`src/rtl/mmio_pkg.sv`:
```
// Shared widths, FSM state type and the slot-range helper for the MMIO slot bus.
package mmio_pkg;

   localparam int SLOT_IDX_W = 5;
   localparam int REG_IDX_W  = 5;
   localparam int DATA_W     = 32;

   typedef enum logic [1:0] {
      IDLE   = 2'd0,
      ACCESS = 2'd1,
      RESP   = 2'd2
   } mmio_state_t;

   // True when the slot index does not address an attached slot.
   function automatic logic slot_out_of_range(input logic [SLOT_IDX_W-1:0] idx,
                                              input int num_slots);
      return int'(idx) >= num_slots;
   endfunction

endpackage

```
`src/rtl/mmio_slot_decoder.sv`:
```
// Slot index to one-hot chip-select decoder with an out-of-range flag.
// An out-of-range index yields an all-zero select vector.
module mmio_slot_decoder
   import mmio_pkg::*;
#(
   parameter int NUM_SLOTS = 16
) (
   input  logic [SLOT_IDX_W-1:0] idx,
   input  logic                  en,
   output logic [NUM_SLOTS-1:0]  cs,
   output logic                  out_of_range
);

   assign out_of_range = slot_out_of_range(idx, NUM_SLOTS);

   for (genvar gi = 0; gi < NUM_SLOTS; gi++) begin : g_cs
      assign cs[gi] = en && (idx == SLOT_IDX_W'(gi));
   end

endmodule

```
`src/rtl/mmio_slot_ctrl.sv`:
```
// MMIO bus master for the peripheral slots: accepts one command in IDLE,
// strobes the addressed slot for one ACCESS cycle, then acknowledges in RESP.
module mmio_slot_ctrl
   import mmio_pkg::*;
#(
   parameter int NUM_SLOTS = 16
) (
   input  logic                            clk,
   input  logic                            reset,
   input  logic                            mmio_req,
   input  logic                            mmio_wr,
   input  logic [SLOT_IDX_W+REG_IDX_W-1:0] mmio_addr,
   input  logic [DATA_W-1:0]               mmio_wr_data,
   output logic                            mmio_ack,
   output logic [DATA_W-1:0]               mmio_rd_data,
   output logic                            mmio_err,
   output logic [NUM_SLOTS-1:0]            slot_cs,
   output logic                            slot_read,
   output logic                            slot_write,
   output logic [REG_IDX_W-1:0]            slot_addr,
   output logic [DATA_W-1:0]               slot_wr_data,
   input  logic [DATA_W*NUM_SLOTS-1:0]     slot_rd_data
);

   localparam int MAX_SLOTS = 2 ** SLOT_IDX_W;

   mmio_state_t state_reg, state_next;
   logic accept;

   logic                  wr_reg;
   logic                  err_reg;
   logic [SLOT_IDX_W-1:0] idx_reg;
   logic [REG_IDX_W-1:0]  addr_reg;
   logic [DATA_W-1:0]     wdata_reg;
   logic [DATA_W-1:0]     rd_reg;
   logic [NUM_SLOTS-1:0]  cs_reg;

   logic [NUM_SLOTS-1:0]  cs_decoded;
   logic                  idx_bad;
   logic [DATA_W-1:0]     rd_word [MAX_SLOTS];

   // The select vector is decoded from the incoming index and registered with the command.
   mmio_slot_decoder #(.NUM_SLOTS(NUM_SLOTS)) u_decoder (
      .idx          (mmio_addr[SLOT_IDX_W+REG_IDX_W-1:REG_IDX_W]),
      .en           (mmio_req),
      .cs           (cs_decoded),
      .out_of_range (idx_bad)
   );

   // Unpack slot read data; unattached indices read as zero so the mux never selects out of range.
   for (genvar gi = 0; gi < MAX_SLOTS; gi++) begin : g_rd
      if (gi < NUM_SLOTS) begin : g_att
         assign rd_word[gi] = slot_rd_data[gi*DATA_W +: DATA_W];
      end else begin : g_none
         assign rd_word[gi] = '0;
      end
   end

   // State register.
   always_ff @(posedge clk or negedge reset) begin
      if (!reset) state_reg <= IDLE;
      else        state_reg <= state_next;
   end

   // Next state and all state-decoded outputs.
   always_comb begin
      state_next   = state_reg;
      accept       = 1'b0;
      slot_cs      = '0;
      slot_read    = 1'b0;
      slot_write   = 1'b0;
      mmio_ack     = 1'b0;
      mmio_err     = 1'b0;
      mmio_rd_data = '0;
      case (state_reg)
         IDLE: begin
            if (mmio_req) begin
               accept     = 1'b1;
               state_next = ACCESS;
            end
         end
         ACCESS: begin
            slot_cs    = cs_reg;
            slot_read  = !err_reg && !wr_reg;
            slot_write = !err_reg && wr_reg;
            state_next = RESP;
         end
         RESP: begin
            mmio_ack     = 1'b1;
            mmio_err     = err_reg;
            mmio_rd_data = rd_reg;
            state_next   = IDLE;
         end
         default: state_next = IDLE;
      endcase
   end

   // Command capture on acceptance; read data capture at the end of ACCESS.
   always_ff @(posedge clk or negedge reset) begin
      if (!reset) begin
         wr_reg    <= 1'b0;
         err_reg   <= 1'b0;
         idx_reg   <= '0;
         addr_reg  <= '0;
         wdata_reg <= '0;
         cs_reg    <= '0;
         rd_reg    <= '0;
      end else begin
         if (accept) begin
            wr_reg    <= mmio_wr;
            err_reg   <= idx_bad;
            idx_reg   <= mmio_addr[SLOT_IDX_W+REG_IDX_W-1:REG_IDX_W];
            addr_reg  <= mmio_addr[REG_IDX_W-1:0];
            wdata_reg <= mmio_wr_data;
            cs_reg    <= cs_decoded;
         end
         if (state_reg == ACCESS) begin
            rd_reg <= (!err_reg && !wr_reg) ? rd_word[idx_reg] : '0;
         end
      end
   end

   assign slot_addr    = addr_reg;
   assign slot_wr_data = wdata_reg;

endmodule

```
`config.mk`:
```
export PLATFORM = sky130hd
export DESIGN_NAME = mmio_slot_ctrl
export DESIGN_NICKNAME = d
export VERILOG_FILES = /design/src/rtl/mmio_pkg.sv /design/src/rtl/mmio_slot_decoder.sv /design/src/rtl/mmio_slot_ctrl.sv
export SDC_FILE = /design/constraint.sdc
export NUM_CORES = 1
export LEC_CHECK = 0
export ABC_AREA = 1
export CORE_AREA = 5 5 248 250
export DETAILED_ROUTE_END_ITERATION = 8
export DIE_AREA = 0 0 253 255
export GPL_ROUTABILITY_DRIVEN = 0
export PLACE_DENSITY = 0.43
export SLEW_MARGIN = 30
export SYNTH_ARGS = -nofsm -noshare
export SYNTH_HDL_FRONTEND = slang
export SYNTH_SLANG_ARGS = --single-unit
export TNS_END_PERCENT = 1
```
`constraint.sdc`:
```
create_clock -name clk -period 2.51 [get_ports clk]
set_input_delay 0.502 -clock clk [delete_from_list [all_inputs] [get_ports clk]]
set_output_delay 0.502 -clock clk [all_outputs]
set_load 0.02 [all_outputs]
```
==> metrics.md <==
| Metric | Value |
|---|---|
| Status | `finished clean` |
| Post-Syn Area | `10500 um2` |
| Fin util | `0.309` |
| Register area share after synthesis | `0.224` |
| Crit path time final | `2.47 ns` |
| Clock-pin slew on the worst setup and hold paths | `0.08 ns` |
| Worst setup SP type | `register` |
| Layout fillers | `6614` |
| Fin area | `18200 um2` |
| Most used cell, CP | `nor2_1` |
| CTS tree | `yes` |
| Maximum vdd drop | `0.305 mV` |
| Critical Path Fanout Max | `28` |
| Post-layout net count | `3177` |
| Post-synth EDFFs | `0` |
| Power Dens Cells | `554 nW/um2` |
| Final setup violation count | `0` |
| CTS buffer count | `9` |
| # IOs | `647` |
| Worst Tran Pin Value | `0.584 ns` |
| #FFs+latches synth | `94` |
| Leading post-synthesis cells by cell area | `nand2_1, dfrtp_1, nand3_1` |
| Static Leak | `10.1 nW` |
| Syn avg cell area | `5.15 um2` |
| Final ANT Viol Nets | `0` |
| Total track usage | `0.199` |
| Area share of the largest cell type after synthesis | `0.320` |
| FF/Latch Area | `2360 um2` |
| Synth async-reset ratio | `1.00` |
| Core Box Area | `58800 um2` |
| Placed inst area | `17800 um2` |
| Die height | `255 um` |
| Global-route wire length before repair | `96.0 mm` |
| CTS HTree Levels | `3` |
| Total congestion overflow | `0` |
| Setup crit end kind | `output pin` |
| Count leader, synth | `nand2_1` |
| TritonRoute pass-1 iters | `7` |
| Clk_skew | `0.00932 ns` |
| Share of cells above drive strength 1 | `0.0332` |
| Most instantiated cells after synthesis | `nand2_1, inv_1, nand3_1` |
| CTS Sinks | `94` |
| R2r endpoint | `rd_reg[7]$_DFFE_PN0P_` |
| Number of global-route vias before repair | `14754` |
| Total nets after synthesis | `2597` |
| CP peak stage delay | `0.62 ns` |
| Class of the worst hold path | `input port to asynchronous set/reset pin` |
| Clk root buf | `clkbuf_16` |
| Crit-path slowest cell | `clkdlybuf4s50_1` |
| Final number of max-transition violations | `0` |
| Via count | `14286` |
| Mapped Cells | `2039` |
| Die span in x | `253 um` |
| Worst Reg-to-Reg Cells | `10` |
| Initial antenna violation count | `18` |
| Worst skew pair latency | `0.36 ns` |
| Largest net degree at the start of global routing | `85` |
| Critical path class | `register to output pin` |
| Vias per cell | `4.19` |
| Synth Warn # | `0` |
| Ordered cell list for the critical path | `inv_1, nor2_1, inv_4, nor2_1, clkdlybuf4s50_1` |
| Clock buffer depth | `2` |
| RSZ-0062 raised after global routing | `yes` |
| DP Cell Count | `3381` |
| Remaining DRCs | `0` |
| FF-to-FF setup slack | `0.39 ns` |
| Row cnt | `89` |
| R2r startpoint | `idx_reg[0]$_DFFE_PN0P_` |
| # Post-CTS Setup Buffers | `0` |
| Final hold vios | `0` |
| Initial core utilization | `0.179` |
| Bufs and invs on worst path | `3` |
| Worst path arrival time | `1.96 ns` |
| Worst endpoint required time | `2.01 ns` |
| WL per Instance | `20.0 um` |
| Top FF cell, synth | `dfrtp_1` |
| Dpl hpwl | `54.9 mm` |
| F_max | `405 MHz` |
| DR iter-0 viols | `690` |
| Cell taking the most area after synthesis | `nand2_1` |
| Multi-input gate area | `5680 um2` |
| Cell family with most CP delay | `buffers and inverters` |
| IO Port Bufs | `646` |
| Number of distinct library cells after synthesis | `18` |
| Fin crit share | `0.983` |
| Total die area | `64500 um2` |
| Worst slew margin | `0.611` |
| Area growth syn-to-layout | `73.2%` |
| Final Instance Count excl. Fillers | `3413` |
| Final WL | `68.1 mm` |
| Max Cap Viol | `0` |
[layer usage]
layer,routed length (um),GRT usage,part of all wire
met5,13,0,0.00019
met4,1590,0.0557,0.023
met3,4080,0.0398,0.060
met2,33900,0.355,0.50
met1,28600,0.243,0.42
[area by class of cell]
type                    instances  share of cell area
clock buffers                   9              0.0124
flip-flops and latches         94               0.130
repair buffers                697               0.392
diodes                         16             0.00220
well taps                     773              0.0532
clock inverters                 7             0.00447
multi-input cells            1367               0.312
inverters                     450              0.0937
[through the flow]
step                      TNS (ns)  setup slack, ns  power (mW)  hold slack (ns)
after floorplan                  0            0.614        5.66            0.206
after global placement           0            0.272        8.86            0.461
after detailed placement         0            0.245        8.84            0.464
after CTS                        0         0.000612        10.4            0.145
after global routing        -0.375          -0.0990        11.0            0.149
final                            0           0.0432        10.1            0.122
[power breakdown]
group / internal [mW] / switching, mW
combinational: 2.57 / 3.95
sequential: 1.87 / 0.244
clock: 0.716 / 0.729
total: 5.16 / 4.92
[repair_timing]
action	CTS	global route
cloned	0	0
hold buffers	0	0
pin swaps	0	0
resized for setup	8	31
setup endpoints to repair	18	35
[cells by family after synthesis]
family                 count (synthesis)  share of synthesized area
AND/OR/NAND/NOR                     1345                      0.528
flip-flops                            94                      0.224
buffers and inverters                578                      0.236
AO/OA/AOI/OAI                         22                     0.0119
[layout by cell type, fill, tap and decap left out, types with 2 or more instances in the layout]
cell type / n
o22ai_1: 12
clkdlybuf4s50_1: 598
buf_4: 43
dlygate4sd2_1: 7
diode_2: 16
dlymetal6s2s_1: 31
inv_1: 444
buf_12: 18
nor3_1: 3
dfrtp_4: 3
clkinv_8: 2
nor2_1: 58
nand3_1: 389
inv_6: 3
clkbuf_16: 9
a21oi_1: 3
inv_4: 2
inv_8: 3
nand2_1: 894
dfrtp_1: 90
o21ai_0: 7
[how the worst max path moves through the flow]
stage                     slack, ns  cells after the start                     start               end
after detailed placement       0.25                      5  state_reg[0]$_DFFE_PN0P_        slot_write
after floorplan                0.61                      4  state_reg[0]$_DFFE_PN0P_  mmio_rd_data[10]
final                          0.04                      5  state_reg[0]$_DFFE_PN0P_        slot_cs[2]
after CTS                    0.0006                      5  state_reg[0]$_DFFE_PN0P_        slot_cs[9]
after global routing           -0.1                      5  state_reg[0]$_DFFE_PN0P_       slot_cs[11]
after global placement         0.27                      4  state_reg[1]$_DFFE_PN0P_        slot_write
Power figures use the tool's default switching activity.
